## config.mk

```make
export PLATFORM = sky130hd
export DESIGN_NAME = mips_bus_ctrl
export DESIGN_NICKNAME = d
export VERILOG_FILES = /design/src/rtl/mips_bus_pkg.sv /design/src/rtl/mips_bus_lane.sv /design/src/rtl/mips_bus_ctrl.sv
export SDC_FILE = /design/constraint.sdc
export NUM_CORES = 1
export LEC_CHECK = 0
export CORE_ASPECT_RATIO = 0.9
export CORE_MARGIN = 8
export CORE_UTILIZATION = 35
export CTS_CLUSTER_SIZE = 30
export DETAILED_ROUTE_END_ITERATION = 7
export PLACE_DENSITY_LB_ADDON = 0.15
export SLEW_MARGIN = 15
export SYNTH_ARGS = -nofsm -noshare
export SYNTH_HDL_FRONTEND = slang
export SYNTH_HIERARCHICAL = 1
export SYNTH_SLANG_ARGS = --single-unit
```

## constraint.sdc

```tcl
create_clock -name clk -period 2.05 [get_ports clk]
set_clock_uncertainty 0.2 [all_clocks]
set_input_delay 0.3075 -clock clk [delete_from_list [all_inputs] [get_ports clk]]
set_output_delay 0.3075 -clock clk [all_outputs]
set_load 0.01 [all_outputs]
```

## src/rtl/mips_bus_pkg.sv

```systemverilog
// Shared types and request-decoding helpers for the MIPS core to Avalon bus bridge.
package mips_bus_pkg;

   // Access size as seen on the core side; the reserved encoding decodes to word.
   typedef enum logic [1:0] {
      SZ_BYTE = 2'b00,
      SZ_HALF = 2'b01,
      SZ_WORD = 2'b10
   } size_e;

   // Bridge sequencing states.
   typedef enum logic [1:0] {
      ST_IDLE  = 2'b00,
      ST_BUS   = 2'b01,
      ST_RDATA = 2'b10
   } state_e;

   // Map the raw 2-bit size field onto the enum, folding the reserved code into word.
   function automatic size_e decode_size(input logic [1:0] raw);
      case (raw)
         2'b00:   return SZ_BYTE;
         2'b01:   return SZ_HALF;
         default: return SZ_WORD;
      endcase
   endfunction

   // A half must sit on an even byte, a word on a multiple of four.
   function automatic logic is_misaligned(input size_e sz, input logic [1:0] off);
      case (sz)
         SZ_HALF: return off[0];
         SZ_WORD: return off != 2'b00;
         default: return 1'b0;
      endcase
   endfunction

   // Offset after forcing alignment; identical to the raw offset for legal requests.
   function automatic logic [1:0] align_off(input size_e sz, input logic [1:0] off);
      case (sz)
         SZ_BYTE: return off;
         SZ_HALF: return {off[1], 1'b0};
         default: return 2'b00;
      endcase
   endfunction

   // Little-endian byte lanes touched by the access.
   function automatic logic [3:0] lane_mask(input size_e sz, input logic [1:0] off);
      case (sz)
         SZ_BYTE: return 4'b0001 << off;
         SZ_HALF: return 4'b0011 << off;
         default: return 4'b1111;
      endcase
   endfunction

   // Replicating the right-aligned datum puts a copy in every lane, so the active
   // lane is correct for any offset and no shifter is needed.
   function automatic logic [31:0] lane_data(input size_e sz, input logic [31:0] wd);
      case (sz)
         SZ_BYTE: return {4{wd[7:0]}};
         SZ_HALF: return {2{wd[15:0]}};
         default: return wd;
      endcase
   endfunction

endpackage

```

## src/rtl/mips_bus_lane.sv

```systemverilog
// Load-path lane selection and sign/zero extension (purely combinational).
module mips_bus_lane
   import mips_bus_pkg::*;
(
   input  logic [31:0] readdata_i,
   input  logic [1:0]  off_i,
   input  size_e       size_i,
   input  logic        signed_i,
   output logic [31:0] data_o
);

   logic [7:0]  byte_sel;
   logic [15:0] half_sel;

   // Pick the addressed lane, then extend it to 32 bits.
   always_comb begin
      // NOTE: every output of a combinational block gets a value on every path, or a latch is inferred.
      byte_sel = readdata_i[7:0];
      half_sel = off_i[1] ? readdata_i[31:16] : readdata_i[15:0];
      data_o   = readdata_i;
      case (off_i)
         2'd1:    byte_sel = readdata_i[15:8];
         2'd2:    byte_sel = readdata_i[23:16];
         2'd3:    byte_sel = readdata_i[31:24];
         default: byte_sel = readdata_i[7:0];
      endcase
      case (size_i)
         SZ_BYTE: data_o = {{24{signed_i & byte_sel[7]}}, byte_sel};
         SZ_HALF: data_o = {{16{signed_i & half_sel[15]}}, half_sel};
         default: data_o = readdata_i;
      endcase
   end

endmodule

```

## src/rtl/mips_bus_ctrl.sv

```systemverilog
// Single-outstanding bridge from the MIPS core load/store port to an Avalon-MM master.
// Every output comes straight from a flop; the FSM computes next values for them.
module mips_bus_ctrl
   import mips_bus_pkg::*;
#(
   parameter bit CHECK_ALIGN = 1'b1
) (
   input  logic        clk,
   input  logic        reset,
   input  logic        req,
   input  logic        req_we,
   input  logic [31:0] req_addr,
   input  logic [1:0]  req_size,
   input  logic        req_signed,
   input  logic [31:0] req_wdata,
   output logic        busy,
   output logic        done,
   output logic        err,
   output logic [31:0] rdata,
   output logic [31:0] address,
   output logic        read,
   output logic        write,
   input  logic        waitrequest,
   output logic [31:0] writedata,
   output logic [3:0]  byteenable,
   input  logic [31:0] readdata
);

   state_e      state_q, state_d;

   // Request context kept for the load return path.
   logic        we_q, we_d;
   size_e       size_q, size_d;
   logic        signed_q, signed_d;
   logic [1:0]  off_q, off_d;

   // Registered outputs.
   logic        read_q, read_d;
   logic        write_q, write_d;
   logic        done_q, done_d;
   logic        err_q, err_d;
   logic        busy_q, busy_d;
   logic [31:0] address_q, address_d;
   logic [31:0] writedata_q, writedata_d;
   logic [31:0] rdata_q, rdata_d;
   logic [3:0]  byteenable_q, byteenable_d;

   size_e       req_sz;
   logic        req_reject;
   logic [1:0]  req_off;
   logic [31:0] load_ext;

   assign req_sz     = decode_size(req_size);
   assign req_reject = CHECK_ALIGN && is_misaligned(req_sz, req_addr[1:0]);
   assign req_off    = align_off(req_sz, req_addr[1:0]);

   mips_bus_lane u_lane (
      .readdata_i (readdata),
      .off_i      (off_q),
      .size_i     (size_q),
      .signed_i   (signed_q),
      .data_o     (load_ext)
   );

   // State register with synchronous reset taking priority over all inputs.
   always_ff @(posedge clk) begin
      // NOTE: sequential state uses non-blocking assignments so every flop samples pre-edge values.
      if (reset) state_q <= ST_IDLE;
      else       state_q <= state_d;
   end

   // Next-state logic: accept legal requests in IDLE, advance on bus acceptance.
   always_comb begin
      state_d = state_q;
      case (state_q)
         ST_IDLE:  if (req && !req_reject) state_d = ST_BUS;
         ST_BUS:   if (!waitrequest)        state_d = we_q ? ST_IDLE : ST_RDATA;
         ST_RDATA: state_d = ST_IDLE;
         default:  state_d = ST_IDLE;
      endcase
   end

   // Output logic: next values for the output and context registers.
   always_comb begin
      read_d       = 1'b0;
      write_d      = 1'b0;
      done_d       = 1'b0;
      err_d        = 1'b0;
      busy_d       = (state_d != ST_IDLE);
      address_d    = address_q;
      byteenable_d = byteenable_q;
      writedata_d  = writedata_q;
      rdata_d      = rdata_q;
      we_d         = we_q;
      size_d       = size_q;
      signed_d     = signed_q;
      off_d        = off_q;
      case (state_q)
         ST_IDLE: begin
            if (req) begin
               if (req_reject) begin
                  err_d = 1'b1;
               end else begin
                  read_d       = ~req_we;
                  write_d      = req_we;
                  address_d    = {req_addr[31:2], 2'b00};
                  byteenable_d = lane_mask(req_sz, req_off);
                  writedata_d  = lane_data(req_sz, req_wdata);
                  we_d         = req_we;
                  size_d       = req_sz;
                  signed_d     = req_signed;
                  off_d        = req_off;
               end
            end
         end
         ST_BUS: begin
            if (waitrequest) begin
               // Stalled: keep the strobe up; address/lanes/data already hold.
               read_d  = read_q;
               write_d = write_q;
            end else if (we_q) begin
               done_d = 1'b1;
            end
         end
         ST_RDATA: begin
            rdata_d = load_ext;
            done_d  = 1'b1;
         end
         default: ;
      endcase
   end

   // Output and context registers, cleared by reset so an abandoned transfer leaves nothing behind.
   always_ff @(posedge clk) begin
      if (reset) begin
         read_q       <= 1'b0;
         write_q      <= 1'b0;
         done_q       <= 1'b0;
         err_q        <= 1'b0;
         busy_q       <= 1'b0;
         address_q    <= '0;
         byteenable_q <= '0;
         writedata_q  <= '0;
         rdata_q      <= '0;
         we_q         <= 1'b0;
         size_q       <= SZ_BYTE;
         signed_q     <= 1'b0;
         off_q        <= 2'b00;
      end else begin
         read_q       <= read_d;
         write_q      <= write_d;
         done_q       <= done_d;
         err_q        <= err_d;
         busy_q       <= busy_d;
         address_q    <= address_d;
         byteenable_q <= byteenable_d;
         writedata_q  <= writedata_d;
         rdata_q      <= rdata_d;
         we_q         <= we_d;
         size_q       <= size_d;
         signed_q     <= signed_d;
         off_q        <= off_d;
      end
   end

   assign read       = read_q;
   assign write      = write_q;
   assign done       = done_q;
   assign err        = err_q;
   assign busy       = busy_q;
   assign address    = address_q;
   assign byteenable = byteenable_q;
   assign writedata  = writedata_q;
   assign rdata      = rdata_q;

endmodule

```

==> results by group, run 1 <==
Routing
  • Iter 0 DRT Violations: 426
  • Vias/cell: 5.60
  • Total Wirelength: 20800 um
  • DR vias: between 5000 and 6000
  • Post-route ant nets: 0
  • Residual DRC: 0
  • Drt wl/cell: between 15 and 20 um
  • DR pass1 iterations: 7

Power and ir drop
  • Combinational cell fraction of total power: 24.5%
  • LEAKAGE: 3.02 nW
  • Sequential Power Share: 44.0%
  • Net Sw Frac: 28.5%
  • Internal cell power: ~0.0038 W
  • Max VDD drop: slightly above 0.4 mV
  • Clock power frac: 31.5%
  • Pwr Density: approximately 620 nW/um^2
  • Net Sw Power: 0.00151 W

Timing
  • Final period utilization: about 92%
  • RSZ-0062 raised after global routing: false
  • Period minus WS final: 1.89 ns
  • Fmax: approximately 0.53 GHz
  • Final hold vios: 0
  • Setup violators final: 0
  • Final Max Slew Viols: 0
  • Hold WS: approximately 0.14 ns

Yosys
  • Cell count after synthesis: 644
  • Seq/Total Area, Yosys: 38.1%
  • Ys async rst share: 0%
  • Register bit total from synthesis: approximately 110
  • Most frequent cell after synthesis: dfxtp_1
  • Cell variety after synth: 52
  • Mean Syn Cell Area: 9.06 um^2
  • Main synth FF type: dfxtp_1
  • Synth cell count leaders: 111 x dfxtp_1, 53 x a21oi_1, 50 x mux2i_1
  • Top cells by area, synth: dfxtp_1 38%, mux2i_1 8.6%, o31ai_1 5.4%
  • Number of flops mapped to enable cells by yosys: 0
  • Synth top area share: 38.1%
  • Area leader, netlist: dfxtp_1
  • Yosys warns: 6
  • Synthesized area: slightly below 6000 um^2

Global routing
  • Largest net degree at the start of global routing: 49
  • First-pass GRT wire length: 33400 um
  • Vias in the first global route: 5971
  • Global-route usage over all layers: 19.4%
  • Antenna violations before repair: 0
  • GR Overflow Total: 0

Critical path
  • Worst flop-to-flop path endpoint: read
  • R2R cell count: 6
  • Critical Path RT: ~2.1 ns
  • Critical Path Start Type: register
  • Reg-to-Reg Start: state_q[1]
  • CP Capture Point: read
  • CP endpoint kind: register
  • Reg-to-reg setup timing slack: roughly 0.16 ns
  • Crit path DAT: 1.95 ns
  • CP max FO: 11
  • CP Class: reg2reg
  • CP Launch Point: state_q[1]

Place
  • Detailed Place HPWL: 15100 um
  • DP Cell Count: 1030
  • Port bufs: 206
  • GPL Wtd Cong: roughly 0.88

Clock network
  • Clk buf depth: 2
  • H-Tree Level Count: 3
  • Worst-path clk slew: 0.07 ns
  • Number of setup buffers added after CTS: 0
  • Sinks on Clock Net: 111
  • CTS tree: built
  • CTS buffer count: 9
  • Clock Latency Late Sink: 0.35 ns
  • Root buf cell: clkbuf_16

Run
  • Max Cap Viol: 0

Floorplan
  • # rows: 44
  • DIE AREA: 21100 um^2
  • # IOs: around 210
  • Total core area: about 16000 um^2
  • Starting density of the core: approximately 36%
  • Die W: 152 um
  • Die height: about 140 um

Run status
  • Status: completed

Hold path
  • HP Class: in2reg

Final layout
  • Diodes inserted: 0
  • Layout Cells excl Fill: 1046
  • Final nets: ~940
  • Share of cells above drive strength 1: 13.2%
  • Area growth from synthesis to final layout: 46.4%
==> kinds of logic after synthesis <==
group	after synthesis	synth area share, %
adder cells (fa/ha/maj)	3	0.643
flip-flops	111	38.1
AO/OA/AOI/OAI	205	25.4
other	1	0.0643
buffers and inverters	88	7.78
multiplexers	67	13.3
AND/OR/NAND/NOR	169	14.7
==> worst min path at each step <==
stage	from	end	depth (start not counted)
floorplan	req_we	read	1
global placement	we_q	we_q	2
detailed placement	writedata[28]	writedata[28]	2
CTS	reset	state_q[0]	2
global route	reset	state_q[0]	2
finish	reset	state_q[0]	2
==> worst max-delay path: stages (launching register included) <==
cell	delay, ns
dfxtp_1	0.33
inv_1	0.10
ha_1	0.29
and2_2	0.25
nand3_1	0.15
buf_12	0.19
o41ai_1	0.28
==> stage by stage <==
step | total power [W] | setup TNS, ns | instance area [um^2] | setup slack (ns) | util, %
global placement | 0.00365 | -1.16 | 8270 | -0.0964 | 50.9
finish | 0.00529 | 0 | 8540 | 0.155 | 52.6
floorplan | 0.00301 | 0 | 5840 | 0.188 | -
detailed placement | 0.00367 | -1.95 | 8270 | -0.124 | 50.9
global route | 0.00555 | 0 | 8540 | 0.00578 | 52.6
CTS | 0.00536 | 0 | 8540 | 0.120 | 52.6
==> sequential cells by signal, indices dropped and copies added, names as in the netlist <==
signal	flops
writedata	32
done	1
state_q	2
signed_q	1
err	1
we_q	1
size_q	2
busy	1
write	1
off_q	2
rdata	32
address	30
byteenable	4
read	1
==> cell type report <==
cell class | instances | area (um^2)
timing repair buffer | 259 | 2590
clock buffer | 13 | 250
inverter | 7 | 26.3
tap | 207 | 259
fill | 1485 | 7700
clock inverter | 3 | 18.8
sequential | 111 | 2220
multi-input combinational | 446 | 3170
==> power by group through the flow <==
| stage | Sequential (W) | Clock [W] | Combinational [W] |
|---|---|---|---|
| after global routing | 0.00234 | 0.00181 | 0.00140 |
| after detailed placement | 0.00238 | 0 | 0.00130 |
| after floorplan | 0.00241 | 0 | 0.000597 |
| final | 0.00233 | 0.00167 | 0.00130 |
| after CTS | 0.00233 | 0.00172 | 0.00131 |
| after global placement | 0.00237 | 0 | 0.00128 |
==> placed cells by master (no fill, tap or decap), types with 11 or more instances in the layout <==
cell	synthesis	final
a21oi_1	53	53
nand4_1	40	40
a211oi_1	16	16
a31oi_1	19	19
o211ai_1	16	16
nand2_1	45	44
o21ai_0	11	11
mux2i_1	50	50
buf_4	5	43
clkdlybuf4s50_1	0	205
nor2b_1	18	18
dfxtp_1	111	110
a311oi_1	11	11
buf_12	0	11
o31ai_1	42	42
nor2_1	40	40
==> metal layers <==
metal | vias to the layer above | GRT usage (%) | wire length (um) | part of all wire (%)
li1 | 2797 | - | - | -
met1 | 2805 | 24.7 | 9200 | 44
met2 | 229 | 30.3 | 9490 | 46
met3 | 24 | 7.17 | 1760 | 8.4
met4 | 0 | 4.89 | 358 | 1.7
met5 | - | 0 | 0 | 0
==> repair_timing <==
action                     in CTS  in global routing
hold buffers                    0                  0
setup endpoints to repair       0                  1
gates resized for setup         0                  1
hold endpoints to repair        0                  0
No activity file was read; power rests on OpenSTA's default activity.
==> inputs of run 2 (changes only) <==
clock period = 1.65 ns   (was 2.05 ns; I/O delays follow)
==> run 2 against run 1 <==
Effect of this change: the flow now finishes with violations (setup timing); die area unchanged; critical path depth grew 1; sequential cell count stayed put; largest cell class unchanged.
==> results by group, run 2 (synthesis gave the netlist of run 1 again) <==
Run status
  • Status: finished with violations
  • Failing checks: setup timing

Routing
  • Met1 wire length: 9780 um (+6.3%)
  • Post-route ant nets: 0 (unchanged)
  • Met3 WL: 1870 um (+6.6%)
  • Total Wirelength: 22800 um (+9.6%)
  • Met2 routed WL: 10600 um (+11%)
  • Residual DRC: 0 (unchanged)
  • DR pass1 iterations: 5 (-2)
  • Iter 0 DRT Violations: 412 (-3.3%)
  • Vias/cell: 5.58 (-0.32%)
  • DR vias: 6210 (+6.1%)
  • Drt wl/cell: 20.5 um (+3.0%)
  • Max layer used: met5

Global routing
  • First-pass GRT wire length: 35100 um (+4.8%)
  • GR Overflow Total: 0 (unchanged)
  • Antenna violations before repair: 1 (+1)
  • Global-route usage over all layers: 20.2% (+0.82 points)
  • Vias in the first global route: 6304 (+5.6%)
  • Largest net degree at the start of global routing: 47 (-4.1%)

Final layout
  • Diodes inserted: 0 (unchanged)
  • Area growth from synthesis to final layout: 64.6%
  • Register Area: 2230 um^2 (+0.39%)
  • Final nets: 1008 (+7.1%)
  • Fill cell count: 1418 (-4.5%)
  • Share of cells above drive strength 1: 26.0% (+13 points)
  • Multi-input combinational cell area: 3550 um^2 (+12%)
  • Most common cell after layout, fill and taps aside: dfxtp_1
  • Most frequent cells in the layout: 107 x dfxtp_1, 104 x dlygate4sd2_1, 100 x clkdlybuf4s50_1

Timing
  • Setup violators final: 50 (+50)
  • Fmax: 0.534 GHz (+1.1%)
  • Final WS setup: -0.224 ns (-0.379 ns)
  • RSZ-0062 raised after global routing: true
  • Final period utilization: 114% (+21 points)
  • Period minus WS final: 1.87 ns (-0.0210 ns)
  • Final hold vios: 0 (unchanged)
  • TNS Setup: -5.03 ns (-5.03 ns)
  • Final Max Slew Viols: 0 (unchanged)

Clock network
  • Clk buf depth: 2 (unchanged)
  • Clock Latency Late Sink: 0.35 ns (about the same)
  • CTS buffer count: 9 (unchanged)
  • Root buf cell: clkbuf_16
  • CTS tree: built
  • H-Tree Level Count: 3 (unchanged)
  • Sinks on Clock Net: 111 (unchanged)
  • Worst-path clk slew: 0.08 ns (about the same)

Critical path
  • Critical Path Start Type: register
  • R2R cell count: 7 (+1)
  • Critical Path RT: 1.70 ns (-0.40 ns)
  • CP max FO: 6 (-5)
  • Reg-to-reg setup timing slack: -0.22 ns (-0.38 ns)
  • CP endpoint kind: register
  • Crit path DAT: 1.92 ns (-0.03 ns)
  • CP Class: reg2reg

Power and ir drop
  • Pwr Density: 730 nW/um^2 (+18%)
  • LEAKAGE: 3.97 nW (+31%)
  • Max VDD drop: 0.567 mV (+38%)

Place
  • Detailed Place HPWL: 16100 um (+6.4%)
  • GPL Wtd Cong: 0.866 (-2.1%)
  • Port bufs: 206 (unchanged)
  • Pre-CTS setup slack: -0.501 ns (-0.378 ns)

Run
  • Max Cap Viol: 0 (unchanged)

Floorplan
  • DIE AREA: 21100 um^2 (unchanged)
  • Die W: 152 um (unchanged)
  • Die height: 139 um (unchanged)
  • # rows: 44 (unchanged)
  • Starting density of the core: 35.9% (unchanged)
  • # IOs: 209 (unchanged)
  • Total core area: 16200 um^2 (unchanged)

Hold path
  • Hold depth: 3 (+1)
  • HP Class: in2reg
## run 2: cell count changes in the layout (fill, tap and decap cells not counted), moves of 7 or more
cell	change
a211oi_1	-9
a211oi_2	+9
a31oi_1	-15
a31oi_4	+9
buf_12	+11
buf_4	+41
buf_6	+7
clkdlybuf4s50_1	-105
dlygate4sd2_1	+104
## run 2: worst paths after layout
check / start / to
min reg2reg: writedata[27] / writedata[27]
min: req_addr[13] / address[13]
max reg2reg: off_q[0] / rdata[20]
max: off_q[0] / rdata[20]
## run 2: stage by stage
| stage | utilization, % | total power, W | cells | hold WS, ns | instance area, um^2 |
|---|---|---|---|---|---|
| 6_report | 59.1 | 0.00701 | 1113 | 0.250 | 9600 |
| 5_1_grt | 59.1 | 0.00733 | 1113 | 0.250 | 9600 |
| 3_5_place_dp | 54.0 | 0.00472 | 1080 | 0.255 | 8780 |
| 3_3_place_gp | 54.0 | 0.00469 | 1080 | 0.251 | 8780 |
| 2_1_floorplan | - | 0.00374 | 645 | 0.153 | 5860 |
| 4_1_cts | 56.0 | 0.00685 | 1104 | 0.232 | 9100 |
## run 2: power breakdown
part / leakage (nW) / internal [W] / switching [W] / total [W]
combinational: 2.93 / 0.00103 / 0.000956 / 0.00199
sequential: 0.906 / 0.00281 / 0.0000880 / 0.00290
clock: 0.132 / 0.00108 / 0.00105 / 0.00213
total: 3.97 / 0.00492 / 0.00209 / 0.00701
## run 2: worst max-delay path: stages (launching register included)
cell,delay (ns)
dfxtp_4,0.38
mux2_4,0.32
a32oi_4,0.27
buf_4,0.19
buf_12,0.12
o211ai_2,0.08
mux2i_1,0.14
nor2_1,0.05
## run 2: layout make-up
cell class,count,share of cell area (%)
clock inverters,5,0.430
well taps,207,2.70
repair buffers,326,33.8
inverters,7,0.274
flip-flops and latches,111,23.2
multi-input cells,446,37.0
clock buffers,11,2.53
## run 2: layer usage
metal  track usage [%]  up-vias
met4              6.46        2
met3              6.23       43
met5                 0        -
met2              31.9      268
li1                  -     2930
met1              25.8     2967
## run 2: what timing repair did
| item | in CTS | in global routing |
|---|---|---|
| setup buffers | 6 | 3 |
| pin swaps | 12 | 47 |
| hold buffers | 1 | 0 |
| hold endpoints to repair | 2 | 0 |
| resized for setup | 124 | 61 |
| endpoints found under the setup margin | 211 | 107 |
| cloned | 1 | 7 |
==> inputs of run 3 (changes only) <==
MAX_ROUTING_LAYER = met4   (was unset)
==> run 3 against run 2 <==
Effect of this change: wire length shrank 0.12%; die area is the same; via count up 0.37%; sequential power about the same; non-clock buffer count is the same; critical path depth did not move; the run still ends with setup timing left; sequential cell count unchanged; utilization down 0.13 points; clock power about the same; final cell count barely moved; count of clock-buffer cells in the layout did not move; first-iteration DRC count shrank 12%.
==> results by group, run 3 (synthesis gave the netlist of run 1 again) <==
Routing
  • Post-route ant nets: 0 (unchanged)
  • DR vias: 6233 (+0.37%)
  • Vias/cell: 5.60 (+0.28%)
  • Drt wl/cell: 20.4 um (-0.21%)
  • DR pass1 iterations: 4 (-1)
  • Residual DRC: 0 (unchanged)
  • Total Wirelength: 22800 um (-0.12%)
  • Iter 0 DRT Violations: 364 (-12%)

Floorplan
  • DIE AREA: 21100 um^2 (unchanged)
  • Starting density of the core: 35.9% (unchanged)
  • Die W: 152 um (unchanged)
  • Die height: 139 um (unchanged)
  • # IOs: 209 (unchanged)
  • Total core area: 16200 um^2 (unchanged)
  • # rows: 44 (unchanged)

Hold path
  • HP Class: in2reg

Global routing
  • Global-route usage over all layers: 20.8% (+0.59 points)
  • First-pass GRT wire length: 34900 um (-0.43%)
  • Met3 GRT Util: 5.58% (-0.65 points)
  • Most Crowded Layer GR: met2
  • Largest net degree at the start of global routing: 47 (unchanged)
  • Routing usage on met2: 32.0% (about the same)
  • Met1 usage: 26.2% (+0.41 points)
  • Antenna violations before repair: 1 (unchanged)
  • GR Overflow Total: 0 (unchanged)
  • Vias in the first global route: 6327 (+0.36%)

Timing
  • Setup violators final: 50 (unchanged)
  • Final period utilization: 114% (about the same)
  • Final hold vios: 0 (unchanged)
  • Fmax: 0.534 GHz (about the same)
  • TNS Setup: -5.08 ns (-0.0459 ns)
  • RSZ-0062 raised after global routing: true
  • Period minus WS final: 1.87 ns (-0.00102 ns)
  • Final WS setup: -0.223 ns (+0.00102 ns)
  • Final Max Slew Viols: 0 (unchanged)

Critical path
  • Critical Path RT: 1.70 ns (about the same)
  • Crit path DAT: 1.92 ns (about the same)
  • CP Class: reg2reg
  • CP endpoint kind: register
  • Critical Path Start Type: register
  • CP max FO: 6 (unchanged)

Clock network
  • Worst-path clk slew: 0.08 ns (about the same)
  • Sinks on Clock Net: 111 (unchanged)
  • CTS tree: built
  • Clk buf depth: 2 (unchanged)
  • Clock Latency Late Sink: 0.35 ns (about the same)
  • Root buf cell: clkbuf_16
  • H-Tree Level Count: 3 (unchanged)
  • CTS buffer count: 9 (unchanged)

Power and ir drop
  • Pwr Density: 731 nW/um^2 (+0.16%)
  • Max VDD drop: 0.563 mV (-0.64%)
  • LEAKAGE: 3.96 nW (-0.10%)
  • Final Power: 0.00701 W (about the same)

Run
  • Max Cap Viol: 0 (unchanged)

Final layout
  • Share of cells above drive strength 1: 25.8% (-0.22 points)
  • Final core utilization: 59.0% (-0.13 points)
  • Most common cell after layout, fill and taps aside: dfxtp_1
  • Most frequent cells in the layout: 107 x dfxtp_1, 104 x dlygate4sd2_1, 100 x clkdlybuf4s50_1
  • Fill cell count: 1418 (unchanged)
  • Final nets: 1008 (unchanged)
  • Area growth from synthesis to final layout: 64.2%

Place
  • Port bufs: 206 (unchanged)
  • GPL Wtd Cong: 0.880 (+1.6%)
  • Detailed Place HPWL: 16100 um (unchanged)

Run status
  • Failing checks: setup timing
  • Status: finished with violations
==> run 3: cell types whose count changed in the layout (fill, tap and decap cells not counted) <==
cell / before / now
a211oi_1: 7 / 8
a211oi_2: 9 / 8
a31oi_1: 4 / 5
a31oi_4: 9 / 8
buf_4: 84 / 85
buf_6: 7 / 6
diode_2: 0 / 1
==> run 3: worst max-delay path: stages, from the launching register on <==
cell	delay (ns)
dfxtp_4	0.38
mux2_4	0.32
a32oi_4	0.27
buf_4	0.19
buf_12	0.12
o211ai_1	0.08
mux2i_1	0.15
nor2_1	0.05
==> run 3: area by class of cell <==
class                   count  area, um^2  share of cell area [%]
multi-input cells         446        3530                    36.9
repair buffers            326        3250                    33.9
flip-flops and latches    111        2230                    23.3
well taps                 207         259                    2.70
clock buffers              11         243                    2.53
clock inverters             5        41.3                   0.431
inverters                   7        26.3                   0.274
diodes                      1        2.50                  0.0261
==> run 3: final timing paths <==
path / from / to / slack (ns) / depth (start not counted)
worst max-delay path: off_q[0] / rdata[19] / -0.22 / 7
worst min-delay path: req_addr[13] / address[13] / 0.24 / 3
worst max register to register: off_q[0] / rdata[19] / -0.22 / 7
worst min register to register: address[4] / address[4] / 0.27 / 2
==> run 3: stage by stage <==
stage                     cell area, um^2  instances  setup slack [ns]  hold WS (ns)
after detailed placement             8780       1080            -0.501         0.255
after global routing                 9580       1114            -0.318         0.250
final                                9580       1114            -0.223         0.244
after floorplan                      5860        645            -0.186         0.153
after global placement               8780       1080            -0.441         0.251
after CTS                            9100       1104            -0.187         0.232
==> run 3: metal layers <==
| metal | up-vias | routed length (um) |
|---|---|---|
| met2 | 238 | 10700 |
| met4 | 0 | 539 |
| li1 | 2937 | - |
| met5 | - | 0 |
| met3 | 41 | 1610 |
| met1 | 3017 | 9930 |
==> run 3: timing repair <==
action                     CTS  global route
pin swaps                   12            46
hold buffers                 1             0
hold endpoints to repair     2             0
setup endpoints to repair  211           107
cloned                       1             7
buffers inserted             6             3
resized for setup          124            58
==> run 3: power by group <==
part	total (W)	switching (W)	internal [W]
combinational	0.00198	0.000950	0.00103
sequential	0.00290	0.0000869	0.00281
clock	0.00213	0.00105	0.00108
total	0.00701	0.00209	0.00492
==> patch 1, RTL diff (flow settings as in run 2) <==
Take the reset off `writedata_q` and load it in a clocked block of its own.
--- a/src/rtl/mips_bus_ctrl.sv
+++ b/src/rtl/mips_bus_ctrl.sv
@@ -141,5 +141,4 @@
          address_q    <= '0;
          byteenable_q <= '0;
-         writedata_q  <= '0;
          rdata_q      <= '0;
          we_q         <= 1'b0;
@@ -155,5 +154,4 @@
          address_q    <= address_d;
          byteenable_q <= byteenable_d;
-         writedata_q  <= writedata_d;
          rdata_q      <= rdata_d;
          we_q         <= we_d;
@@ -162,4 +160,8 @@
          off_q        <= off_d;
       end
+   end
+
+   always_ff @(posedge clk) begin
+      writedata_q <= writedata_d;
    end
 
Formal check against the unedited RTL: not equivalent (a bounded check fails within 4 cycles, from zero or initial values and one cycle with reset high).
==> patch 1 against run 2 <==
The run still ends with setup timing left. Cell area is 7.2% lower. Setup slack better by 0.015 ns. Sequential cell count stayed put. Wire length is 15% lower. Final cell count is 8.6% lower. Synthesized area is 3.8% lower. Critical path depth is 1 lower. Power is 2.5% lower.
==> patch 1: results (changes against run 2) <==
[clock_network]
root_buffer = clkbuf_16  ; unchanged
postCtsSetupBuffers = 4  ; was 6
cts_resized = 117  ; was 124

[global_route]
grt_use_total = 0.181  ; was 0.202
met3_usage = 0.0842  ; was 0.0623
grt_pass1_vias = 5494  ; was 6304
gr-usage-met2 = 0.282  ; was 0.319
grt_pass1_wl_um = 29300  ; was 35100 µm

[power_and_ir_drop]
pwr-share-clk = 0.333  ; was 0.303
switching_power_mw = 1.88  ; was 2.09 mW
power.total_mw = 6.83  ; was 7.01 mW
p_seq_frac = 0.439  ; was 0.413
power_sequential_mw = 3.00  ; was 2.90 mW
ir_drop_uv = 740  ; was 567 µV
power.leakage_nw = 3.66  ; was 3.97 nW

[outcome]
outcome = finished, violations left  ; unchanged
violations = setup timing  ; unchanged

[synthesis]
synth_cell_types = 55  ; was 52
synthTopCellsByArea = dfxtp_1 (28%), edfxtp_1 (17%), mux2i_1 (7.3%), o31ai_1 (4.4%), a21oi_1 (4.0%)  ; was dfxtp_1 (38%), mux2i_1 (8.6%), o31ai_1 (5.4%), a21oi_1 (4.5%), nand4_1 (4.3%)
synthTopCellsByCount = dfxtp_1 (79), a21oi_1 (45), mux2i_1 (41), nor2_1 (40), nand2_1 (38)  ; was dfxtp_1 (111), a21oi_1 (53), mux2i_1 (50), nand2_1 (45), o31ai_1 (42)
synth_edf_count = 32  ; was 0
synth_mux_area_frac = 0.138  ; was 0.133
synthAdderAreaFrac = 0.00669  ; was 0.00643
syn_inst = 550  ; was 644
ys_seq_area_frac = 0.453  ; was 0.381
synth_compound_area_frac = 0.197  ; was 0.254

[min_path]
hold_depth = 3  ; unchanged
hold_end = address[9]  ; was address[13]

[placed_design]
dp_worst_setup_slack_ns = -0.484  ; was -0.501 ns
hpwl_um = 13900  ; was 16100 µm
dpl_cell_area_um2 = 8320  ; was 8780 µm²
port_buffers = 206  ; unchanged
place.gp.congestion = 0.871  ; was 0.866
dp_cells = 984  ; was 1080

[worst_setup_path]
critPathMaxFanout = 25  ; was 6
ff2ff_path_depth = 6  ; was 7
arrival_ns = 1.88  ; was 1.92 ns

[layout]
layout.nets = 911  ; was 1008
drive_above_1_share = 0.244  ; was 0.260

[detailed_routing]
firstDrtPassIters = 4  ; was 5
wl_met1_um = 8220  ; was 9780 µm
drt-total-wl_um = 19400  ; was 22800 µm
dr_wl_met3_um = 2020  ; was 1870 µm
highest_layer = met4  ; was met5
wl_met2_um = 8950  ; was 10600 µm
drt_iter0_drc = 368  ; was 412
wl_per_cell_um = 19.1  ; was 20.5 µm

[sta]
whs_ns = 0.257  ; was 0.250 ns
setup_tns_ns = -4.73  ; was -5.03 ns
setup_viol = 32  ; was 50
setup_slack_ns = -0.209  ; was -0.224 ns

## patch 1: worst max path at each step
stage / cells after the start / slack (ns) / to
after floorplan: 7 / -0.19 / rdata[7]
after global placement: 7 / -0.45 / rdata[8]
after detailed placement: 7 / -0.48 / rdata[15]
after CTS: 6 / -0.19 / rdata[14]
after global routing: 6 / -0.26 / rdata[14]
final: 6 / -0.21 / rdata[14]
## patch 1: layout make-up
cell class	count	area, µm²	area share
clock buffer	9	225	0.0253
timing repair inverter	3	33.8	0.00379
timing repair buffer	303	2920	0.328
antenna	1	2.50	0.000281
multi-input combinational	368	2790	0.313
clock inverter	7	86.3	0.00969
inverter	8	42.5	0.00478
sequential	111	2550	0.287
tap	207	259	0.0291
## patch 1: worst max-delay path, cell delays in order, from the launching register on
cell and delay [ns]:
dfxtp_4 0.38, mux2_4 0.32, a32oi_4 0.26, buf_12 0.23
o221ai_1 0.14, mux2i_1 0.14, nor2_1 0.06
==> patch 2, RTL diff (config.mk and constraints of run 2) <==
Without the edit above. The parameter `CHECK_ALIGN` goes from 1'b1 to 1'b0.
--- a/src/rtl/mips_bus_ctrl.sv
+++ b/src/rtl/mips_bus_ctrl.sv
@@ -4,5 +4,5 @@
    import mips_bus_pkg::*;
 #(
-   parameter bit CHECK_ALIGN = 1'b1
+   parameter bit CHECK_ALIGN = 1'b0
 ) (
    input  logic        clk,
Formal check against the unedited RTL: not equivalent (Yosys sat finds a counterexample within 4 cycles, from zero or initial values and one cycle with reset high).
==> patch 2 against run 2 <==
The run still ends with setup timing left. First-iteration DRC count fell by 42%. Cell area is 10% lower. Sequential cell count down 1. Power increased by 3.0%. Synthesized area is 9.3% lower. Clock power up 9.4%. Setup slack got worse by 0.022 ns. Wire length shrank 14%. Largest power group unchanged.
==> patch 2: results (changes against run 2) <==
[power_and_ir_drop]
power.leakage_nw = 3.69  ; was 3.97 nW
ir_drop_uv = 684  ; was 567 µV

[clock_network]
cts_buffer_depth = 2  ; unchanged
clock_latency_ns = 0.35  ; about the same
clk_pin_slew_worst_paths_ns = 0.07

[global_route]
grt_use_total = 0.196  ; was 0.202
grt_use_met1 = 0.232  ; was 0.258
met3_usage = 0.0733  ; was 0.0623
grt_max_degree = 40  ; was 47
grt_pass1_wl_um = 30800  ; was 35100 µm
grt_pass1_vias = 5775  ; was 6304
gr-usage-met2 = 0.323  ; was 0.319

[detailed_routing]
via_per_inst = 5.12  ; was 5.58
wl_per_cell_um = 18.1  ; was 20.5 µm
drt_iter0_drc = 238  ; was 412

[synthesis]
synthTopCellsByCount = nand2_1 (131), dfxtp_1 (110), nor2_1 (61), a21oi_1 (58), mux2i_1 (41)  ; was dfxtp_1 (111), a21oi_1 (53), mux2i_1 (50), nand2_1 (45), o31ai_1 (42)
synthTopCellsByArea = dfxtp_1 (42%), nand2_1 (9.3%), mux2i_1 (7.8%), a21oi_1 (5.5%), nor2_1 (4.3%)  ; was dfxtp_1 (38%), mux2i_1 (8.6%), o31ai_1 (5.4%), a21oi_1 (4.5%), nand4_1 (4.3%)
synth_cell_types = 44  ; was 52
ys.warnings.count = 6  ; unchanged
ys_seq_area_frac = 0.416  ; was 0.381

[outcome]
violations = setup timing  ; unchanged
outcome = finished, violations left  ; unchanged

[worst_setup_path]
arrival_ns = 1.94  ; was 1.92 ns
critPathMaxFanout = 5  ; was 6

[placed_design]
port_buffers = 205  ; was 206
hpwl_um = 14300  ; was 16100 µm
place.gp.congestion = 0.849  ; was 0.866

[layout]
fillers = 1355  ; was 1418
layout.nets = 993  ; was 1008
diodes = 0  ; unchanged
drive_above_1_share = 0.194  ; was 0.260

[sta]
setup_slack_ns = -0.246  ; was -0.224 ns
setup_tns_ns = -5.11  ; was -5.03 ns
setup_viol = 32  ; was 50

-- patch 2: timing repair --
| action | in CTS | in global routing |
|---|---|---|
| pin swaps | 13 | 34 |
| setup buffers | 8 | 4 |
| gates cloned | 3 | 4 |
| resized for setup | 123 | 19 |
| endpoints found under the setup margin | 170 | 98 |
-- patch 2: where the power goes --
group | internal, mW | switching, mW
registers | 2.83 | 0.0958
clock network | 1.34 | 0.986
logic | 1.03 | 0.941
-- patch 2: cell type report --
class | instances | area share
clock buffer | 13 | 0.0325
clock inverter | 3 | 0.00465
inverter | 6 | 0.00262
multi-input combinational | 448 | 0.328
sequential | 110 | 0.257
tap | 198 | 0.0288
timing repair buffer | 310 | 0.346
-- patch 2: metal layers --
metal,routed length [µm],vias up
li1,-,2686
met4,382,2
met5,13,-
met2,9380,210
met3,1670,29
met1,8250,2641
-- patch 2: logic make-up (layout without fill, tap and decap cells) --
group,Yosys count,after routing,share of synthesized area
buffers and inverters,66,332,0.0684
adders and majority gates,4,4,0.00946
AOI/OAI and AO/OA,148,148,0.198
DFF,110,110,0.416
other,1,3,0.000709
muxes,50,50,0.112
and+or+nand+nor,243,243,0.195
-- patch 2: final timing paths --
check	startpoint	endpoint	slack, ns	depth (start not counted)
worst max-delay path	off_q[0]	rdata[24]	-0.25	7
worst min register to register	address[23]	address[23]	0.26	2
worst min-delay path	reset	write	0.13	2
worst max register to register	off_q[0]	rdata[24]	-0.25	7
-- patch 2: per-stage QoR --
step | instance area, µm² | setup slack [ns] | std cells
floorplan | 5310 | -0.186 | 624
global placement | 8040 | -0.479 | 1055
detailed placement | 8040 | -0.511 | 1055
CTS | 8450 | -0.238 | 1082
global route | 8610 | -0.333 | 1088
finish | 8610 | -0.246 | 1088
